$ cat config.mk
export PLATFORM = sky130hd
export DESIGN_NAME = obstacle_scheduler
export DESIGN_NICKNAME = d
export VERILOG_FILES = /design/src/rtl/game_pkg.sv /design/src/rtl/tick_divider.sv /design/src/rtl/obstacle_scheduler.sv
export SDC_FILE = /design/constraint.sdc
export NUM_CORES = 1
export LEC_CHECK = 0
export CAP_MARGIN = 20
export CORE_MARGIN = 2
export CORE_UTILIZATION = 59
export CTS_CLUSTER_DIAMETER = 40
export DETAILED_ROUTE_END_ITERATION = 12
export DONT_BUFFER_PORTS = 1
export PLACE_DENSITY = 0.77
export SLEW_MARGIN = 20
export SYNTH_ARGS = -nofsm -noshare
export SYNTH_HDL_FRONTEND = slang
export SYNTH_HIERARCHICAL = 1
export SYNTH_SLANG_ARGS = --single-unit
$ cat constraint.sdc
create_clock -name clk -period 4.25 [get_ports clk]
set_input_delay 0.6375 -clock clk [delete_from_list [all_inputs] [get_ports clk]]
set_output_delay 0.6375 -clock clk [all_outputs]
set_load 0.05 [all_outputs]
$ cat src/rtl/game_pkg.sv
// Shared game constants and the obstacle scheduler state encoding.
package game_pkg;

    localparam int unsigned X_W         = 9;
    localparam int unsigned Y_W         = 9;
    localparam int unsigned SCREEN_W    = 320;
    localparam int unsigned START_X_DEF = 320;
    localparam int unsigned SPACING_DEF = 120;

    typedef enum logic [2:0] {
        IDLE,
        SCROLL,
        SPAWN_CHK,
        REQ,
        LOAD
    } sched_state_e;

endpackage

$ cat src/rtl/tick_divider.sv
// Enable-gated free-running divider producing a one-cycle tick every TICK_DIV enabled cycles.
module tick_divider #(
    parameter int unsigned TICK_DIV = 2500000
) (
    input  logic clk,
    input  logic rst,
    input  logic enable,
    output logic tick
);

    localparam int unsigned CW = (TICK_DIV > 1) ? $clog2(TICK_DIV) : 1;
    localparam logic [CW-1:0] LAST = CW'(TICK_DIV - 1);

    logic [CW-1:0] cnt_q, cnt_d;

    always_comb begin
        cnt_d = cnt_q;
        tick  = 1'b0;
        if (enable) begin
            if (cnt_q == LAST) begin
                cnt_d = '0;
                tick  = 1'b1;
            end else begin
                cnt_d = cnt_q + CW'(1);
            end
        end
    end

    always_ff @(posedge clk) begin
        if (rst) begin
            cnt_q <= '0;
        end else begin
            cnt_q <= cnt_d;
        end
    end

endmodule

$ cat src/rtl/obstacle_scheduler.sv
// Pipe slot pool: scrolls active slots each tick, retires at the left edge,
// and spawns a new slot at START_X with a height fetched over a req/ack handshake.
module obstacle_scheduler
    import game_pkg::*;
#(
    parameter int unsigned NUM_SLOTS = 3,
    parameter int unsigned TICK_DIV  = 2500000,
    parameter int unsigned START_X   = START_X_DEF,
    parameter int unsigned SPACING   = SPACING_DEF
) (
    input  logic                     clk,
    input  logic                     rst,
    input  logic                     enable,
    input  logic [3:0]               speed,
    output logic                     rnd_req,
    input  logic                     rnd_ack,
    input  logic [Y_W-1:0]           rnd_height,
    output logic                     tick,
    output logic [NUM_SLOTS-1:0]     active,
    output logic [NUM_SLOTS*X_W-1:0] x_flat,
    output logic [NUM_SLOTS*Y_W-1:0] y_flat
);

    localparam int unsigned SLOT_W = (NUM_SLOTS > 1) ? $clog2(NUM_SLOTS) : 1;
    localparam logic [X_W-1:0] START_V   = X_W'(START_X);
    localparam logic [X_W-1:0] SPACING_V = X_W'(SPACING);

    sched_state_e          state_q, state_d;
    logic                  pending_q, pending_d;
    logic [X_W-1:0]        dist_q, dist_d;
    logic [Y_W-1:0]        hgt_q, hgt_d;
    logic [NUM_SLOTS-1:0]  active_q, active_d;
    logic [X_W-1:0]        x_q [NUM_SLOTS];
    logic [X_W-1:0]        x_d [NUM_SLOTS];
    logic [Y_W-1:0]        y_q [NUM_SLOTS];
    logic [Y_W-1:0]        y_d [NUM_SLOTS];

    logic                  free_found;
    logic [SLOT_W-1:0]     free_idx;
    logic [X_W-1:0]        spd;
    logic [X_W:0]          dist_sum;
    logic                  go_scroll;

    tick_divider #(.TICK_DIV(TICK_DIV)) u_tick (
        .clk    (clk),
        .rst    (rst),
        .enable (enable),
        .tick   (tick)
    );

    assign spd      = X_W'(speed);
    assign dist_sum = {1'b0, dist_q} + {1'b0, spd};
    // A tick arriving while idle starts the scroll directly instead of waiting a cycle in pending.
    assign go_scroll = (state_q == IDLE) && enable && (pending_q || tick);

    always_comb begin
        free_found = 1'b0;
        free_idx   = '0;
        for (int unsigned i = 0; i < NUM_SLOTS; i++) begin
            if (!active_q[i] && !free_found) begin
                free_found = 1'b1;
                free_idx   = SLOT_W'(i);
            end
        end
    end

    always_comb begin
        state_d  = state_q;
        dist_d   = dist_q;
        hgt_d    = hgt_q;
        active_d = active_q;
        x_d      = x_q;
        y_d      = y_q;

        if (go_scroll) begin
            pending_d = 1'b0;
        end else if (tick) begin
            pending_d = 1'b1;
        end else begin
            pending_d = pending_q;
        end

        case (state_q)
            IDLE: begin
                if (go_scroll) begin
                    state_d = SCROLL;
                end
            end
            SCROLL: begin
                for (int unsigned i = 0; i < NUM_SLOTS; i++) begin
                    if (active_q[i]) begin
                        if (x_q[i] <= spd) begin
                            active_d[i] = 1'b0;
                        end else begin
                            x_d[i] = x_q[i] - spd;
                        end
                    end
                end
                dist_d  = dist_sum[X_W] ? '1 : dist_sum[X_W-1:0];
                state_d = SPAWN_CHK;
            end
            SPAWN_CHK: begin
                state_d = (dist_q >= SPACING_V && free_found) ? REQ : IDLE;
            end
            REQ: begin
                if (rnd_ack) begin
                    hgt_d   = rnd_height;
                    state_d = LOAD;
                end
            end
            LOAD: begin
                x_d[free_idx]      = START_V;
                y_d[free_idx]      = hgt_q;
                active_d[free_idx] = 1'b1;
                dist_d             = '0;
                state_d            = IDLE;
            end
            default: state_d = IDLE;
        endcase
    end

    always_ff @(posedge clk) begin
        if (rst) begin
            state_q   <= IDLE;
            pending_q <= 1'b0;
            dist_q    <= SPACING_V;
            hgt_q     <= '0;
            active_q  <= '0;
            for (int unsigned i = 0; i < NUM_SLOTS; i++) begin
                x_q[i] <= '0;
                y_q[i] <= '0;
            end
        end else begin
            state_q   <= state_d;
            pending_q <= pending_d;
            dist_q    <= dist_d;
            hgt_q     <= hgt_d;
            active_q  <= active_d;
            x_q       <= x_d;
            y_q       <= y_d;
        end
    end

    always_comb begin
        x_flat = '0;
        y_flat = '0;
        for (int unsigned i = 0; i < NUM_SLOTS; i++) begin
            x_flat[i*X_W +: X_W] = x_q[i];
            y_flat[i*Y_W +: Y_W] = y_q[i];
        end
    end

    assign active  = active_q;
    assign rnd_req = (state_q == REQ);

endmodule

* Word level (Yosys, flattened, before mapping)
Index checks and enable logic that the tools add are counted.
Cells by class: reduce and logical (&&, ||, !) cells 19, bitwise operators 5, equality and inequality tests 13, order comparisons 8, add/sub/neg operators 5, muxes and demuxes 33
Operator list (number):
- $mux W9 | 8
- $pmux W27 S2 | 1
- $bwmux W27 | 1
- $le A9 B4 Y1 | 3
- $sub A9 B4 Y9 | 3
- $add A22 B1 Y22 const B | 1
- $eq A22 B22 Y1 const B | 1
- $mux W22 | 1
- $and A21 B21 Y21 | 1
- $not A21 Y21 | 1
- $demux W9 S2 | 1
- $pmux W9 S2 | 1
- $ne A2 B2 Y1 const B | 7
- $mux W1 | 13
- $pmux W3 S4 | 1
- $add A9 B4 Y10 | 1
- $ge A9 B7 Y1 const B | 1
- $reduce_and A3 Y1 | 3
- $logic_and A1 B1 Y1 | 7
- $eq A3 B2 Y1 const B | 2
- $mux W3 | 2
- $or A6 B6 Y6 | 1
- $pmux W3 S2 | 1
- $mux W2 | 2
- other kinds (16) | 19
Word-level totals: word-level logic and storage cells 95, register bits 101, bits of input ports 17

* Logic depth before layout (Yosys ltp)
depth after elaboration 14, gate-level depth with buffers 8, gate-level depth less buffers 8

* Cells and area by module
The synthesis kept the hierarchy.
Modules (own cells, without submodules):
- obstacle_scheduler | times used 1, cells an instance 498, area each 4108.9 µm², sequential area each 1581.5 µm²
- tick_divider | times used 1, cells an instance 121, area each 1044.8 µm², sequential area each 440.4 µm²

* Worst setup path after synthesis
OpenSTA, ideal clock, no wires.
path kind input to output, from in enable, to out tick, stages on the path 4, path buffers 1, data arrival time 2.753 ns, path slack 0.859 ns, cells stage by stage buf_2 and3_1 nand3_1 nor4_1
Between the ends: cells in the longest elaborated chain, start to end 1
RTL lines:
- start: declaration | RTL line obstacle_scheduler.sv:13 | input logic enable,
- $mux W1 | RTL line tick_divider.sv:19 | if (enable) begin
- end: declaration | RTL line obstacle_scheduler.sv:18 | output logic tick,
Every way passes these cells.

* Worst setup path in the final report
from reg active_q[0] (netlist: active[0]), to reg x_q, in the netlist x_flat[21]
Between the ends: cells in the longest elaborated chain, start to end 13
RTL lines:
- start: declaration | RTL line obstacle_scheduler.sv:32 | logic [NUM_SLOTS-1:0] active_q, active_d;
- start signal: assignment | RTL line obstacle_scheduler.sv:138 | active_q <= active_d;
- $mux W1 / $logic_and A1 B1 Y1 (equally long branches) | RTL line obstacle_scheduler.sv:60 | if (!active_q[i] && !free_found) begin
- $mux W1 | RTL line obstacle_scheduler.sv:60
- $logic_not A1 Y1 | RTL line obstacle_scheduler.sv:60
- $logic_and A1 B1 Y1 | RTL line obstacle_scheduler.sv:60
- $mux W2 (*) | RTL line obstacle_scheduler.sv:60
- $not A2 Y3 (implied by the code) (*) | RTL line obstacle_scheduler.sv:112 | x_d[free_idx] = START_V;
- $ge A3 B3 Y1 (implied by the code) / $lt A3 B1 Y1 (equally long branches) | RTL line obstacle_scheduler.sv:112
- $logic_and A1 B1 Y1 (implied by the code) | RTL line obstacle_scheduler.sv:112
- $mux W9 (implied by the code) | RTL line obstacle_scheduler.sv:112
- $demux W9 S2 (*) | RTL line obstacle_scheduler.sv:112
- $not A21 Y21 (no source line) (*)
- $and A21 B21 Y21 (no source line) (*)
- $pmux W27 S2 (*) | RTL line obstacle_scheduler.sv:83 | case (state_q)
- end signal: indexed assignment | RTL line obstacle_scheduler.sv:130 | x_q[i] <= '0;
- end signal: assignment | RTL line obstacle_scheduler.sv:139 | x_q <= x_d;
- end: declaration | RTL line obstacle_scheduler.sv:33 | logic [X_W-1:0] x_q [NUM_SLOTS];
Every way passes the cells marked *; elsewhere a longest branch is shown, timed or not. A chain may end at the register's enable or synchronous reset.

==> results_dict.tcl <==
set metrics [dict create \
    cts_max_level 3 \
    tightest_slew_ps 1100 \
    hold_buffers 0 \
    relSlewSlack 0.266 \
    pwr_density_cell_nw_per_um2 304 \
    final-hold-violation-count 0 \
    grt_setup_unrepaired "false" \
    yosys_register_bits 101 \
    synth_area_um2 5150 \
    min_period_ps 2710 \
    endpoint "x_flat[21]$_SDFFE_PP0P_" \
    postCtsSetupBuffers 0 \
    pre_cts_slack_ps 1420 \
    synth_flop_cell "dfxtp_1" \
    synth_top_cell_area_share 0.392 \
    drive_gt1_frac 0.0837 \
    grt_max_degree 72 \
    grt-ovfl-total 0 \
    critical_path_class "reg2reg" \
    period_share 0.637 \
    post-route-drc-count 0 \
    avgViaCountPerCell 6.34 \
    nFillCells 746 \
    synth_edf_count 0 \
    syn_to_final_growth_pct 5.15 \
    die_y_um 97.5 \
    synth.most_common_cell "nand2_1" \
    seq_area_um2 2020 \
    ios 76 \
    fin_skew_ps 15.7 \
    whs_ps 321 \
    place_hpwl_mm 8.81 \
    synth_top_cells_by_area "dfxtp_1 (39%), nand2_1 (7.4%), a21oi_1 (5.7%)" \
    start_kind "flip-flop" \
    multi_input_area_um2 2930 \
    crit_start "active[0]$_SDFFE_PP0P_" \
    grt_pass1_vias 4201 \
    avgSynthCellArea_um2 8.33 \
    tns_ps 0 \
    setup_viol 0 \
    grt_antenna_before_repair 0 \
    numPortBuffers 0 \
    yosysTopAreaCell "dfxtp_1" \
    crit_fanout 14 \
    arrival_ps 2970 \
    num_rows 34 \
    clock_tree.root_cell "clkbuf_8" \
    diodes 0 \
    fin_nets 642 \
    place_inst 701 \
    critPathMaxStageDelay_ps 860 \
    path_clk_slew_ps 110 \
    r2r-end "x_flat[21]$_SDFFE_PP0P_" \
    cts_tree "built" \
    cts_sinks 101 \
    detail-route-antenna-nets 0 \
    vias 4543 \
    totalWireLength_mm 12.4 \
    ir_worst_vdd_mv 0.223 \
    drv_slew 0 \
    ys_seq_area_frac 0.392 \
    cp_data_required_time_ps 4520 \
    grt_pass1_wl_mm 20.5 \
    slowest_stage "dfxtp_1" \
    post-route-cell-area_um2 5420 \
    drt-pass1-iter-count 7 \
    status "completed" \
    setup_slack_ps 1540 \
    synth_cell_type_count 77 \
    async_reset_ff_frac 0 \
    dpl_cell_area_um2 5200 \
    max_freq_ghz 0.369 \
    coreArea_um2 8590 \
    reg2reg_from "active[0]$_SDFFE_PP0P_" \
    rr_worst_depth 4 \
    place_congestion 0.973 \
    die_area_um2 9500 \
    insertion_delay_ps 390 \
    reg2reg_slack_ps 1540 \
    cts_resized 0 \
    fin_cells 717 \
    drt_iter0_markers 189 \
    synth_fp_nets 657 \
    synth_common_cells "nand2_1 (102), dfxtp_1 (101), a21oi_1 (59), nor2_1 (47), o21ai_0 (21)" \
    hold_class "in2reg" \
    synth_warnings 6 \
    initial_utilization 0.600 \
    cts_buffer_depth 2 \
    path_cells "nor4bb_1 -> nand3b_1 -> a211oi_1 -> o32ai_2" \
    cts_made_buffers 9 \
    p_leak_uw 0.00186 \
    maxCapViolations 0 \
    synthCells 619 \
    end_kind "flip-flop" \
    die_x_um 97.5 \
    avgRoutedWirePerCell_um 17.4 \
    grtUsageTotal 0.262 \
]
## cell type report
cell class	instances	share of cell area
Multi-Input combinational cell	466	0.541
Timing Repair Buffer	6	0.00831
Tap cell	108	0.0249
Inverter	20	0.0139
Sequential cell	101	0.373
Clock inverter	7	0.0164
Clock buffer	9	0.0229
## worst max-delay path, delay by kind of cell (launching register included)
kind / cells / cell delay, ps
AO/OA/AOI/OAI: 2 / 550
AND/OR/NAND/NOR: 2 / 1180
flip-flops: 1 / 860
## stage by stage
step / util / power (uW)
2_1_floorplan: - / 1030
3_3_place_gp: 0.605 / 1030
3_5_place_dp: 0.605 / 1030
4_1_cts: 0.630 / 1660
5_1_grt: 0.631 / 1710
6_report: 0.631 / 1650
## routing by layer
layer  vias to the layer above  part of all wire  track usage
met5                         -                 0            0
met4                         0             0.026        0.120
met3                        30             0.071       0.0504
met2                       175              0.47        0.418
met1                      2127              0.44        0.344
li1                       2211                 -            -
## where the power goes
part | internal (uW) | switching, uW | total (uW) | leakage, uW
logic | 24.4 | 34.5 | 58.8 | 0.000941
registers | 948 | 2.12 | 950 | 0.000814
clock network | 239 | 400 | 639 | 0.000106
total | 1210 | 436 | 1650 | 0.00186
## registers in the layout, indices dropped and copies added (netlist names)
signal / flops
active: 3
dist_q: 9
hgt_q: 9
pending_q: 1
state_q: 3
u_tick/cnt_q: 22
x_flat: 27
y_flat: 27
## how the worst min path moves through the flow
stage / startpoint / endpoint / cells past startpoint
global route: rst / x_flat[10]$_SDFFE_PP0P_ / 1
CTS: rst / x_flat[13]$_SDFFE_PP0P_ / 1
finish: rst / x_flat[9]$_SDFFE_PP0P_ / 1
floorplan: u_tick/cnt_q[21]$_SDFFE_PP0P_ / u_tick/cnt_q[21]$_SDFFE_PP0P_ / 2
detailed placement: u_tick/cnt_q[21]$_SDFFE_PP0P_ / u_tick/cnt_q[21]$_SDFFE_PP0P_ / 2
global placement: hgt_q[2]$_SDFFE_PP0P_ / y_flat[20]$_SDFFE_PP0P_ / 2
## cells in the final DEF (no fill, tap or decap), types with 3 or more instances in the layout
| master | n |
|---|---|
| a211oi_1 | 6 |
| clkinv_8 | 3 |
| nand2_1 | 102 |
| a21oi_1 | 59 |
| a311oi_1 | 7 |
| nand3_1 | 17 |
| inv_1 | 20 |
| o21ai_0 | 21 |
| nor4_1 | 9 |
| nor2_1 | 47 |
| or4_1 | 3 |
| o31ai_1 | 3 |
| o211ai_1 | 7 |
| nor3_1 | 12 |
| mux2i_1 | 4 |
| and3_1 | 6 |
| nand3b_1 | 3 |
| a21o_1 | 5 |
| or2_2 | 3 |
| xor2_1 | 7 |
| nor2b_1 | 9 |
| dfxtp_1 | 101 |
| nand4_1 | 11 |
| a31oi_1 | 9 |
| or3_1 | 12 |
| fa_1 | 4 |
| buf_4 | 6 |
| a21oi_2 | 3 |
| clkbuf_8 | 9 |
| xnor2_1 | 12 |
| o21a_1 | 6 |
| ha_1 | 17 |
## logic make-up after synthesis
| kind of cell | count (synthesis) | synth area share |
|---|---|---|
| AO/OA/AOI/OAI | 161 | 0.212 |
| XOR/XNOR | 19 | 0.0323 |
| flip-flops | 101 | 0.392 |
| buffers and inverters | 52 | 0.0430 |
| AND/OR/NAND/NOR | 259 | 0.251 |
| multiplexers | 6 | 0.0121 |
| adder cells (fa/ha/maj) | 21 | 0.0568 |
Power figures use the tool's default switching activity.
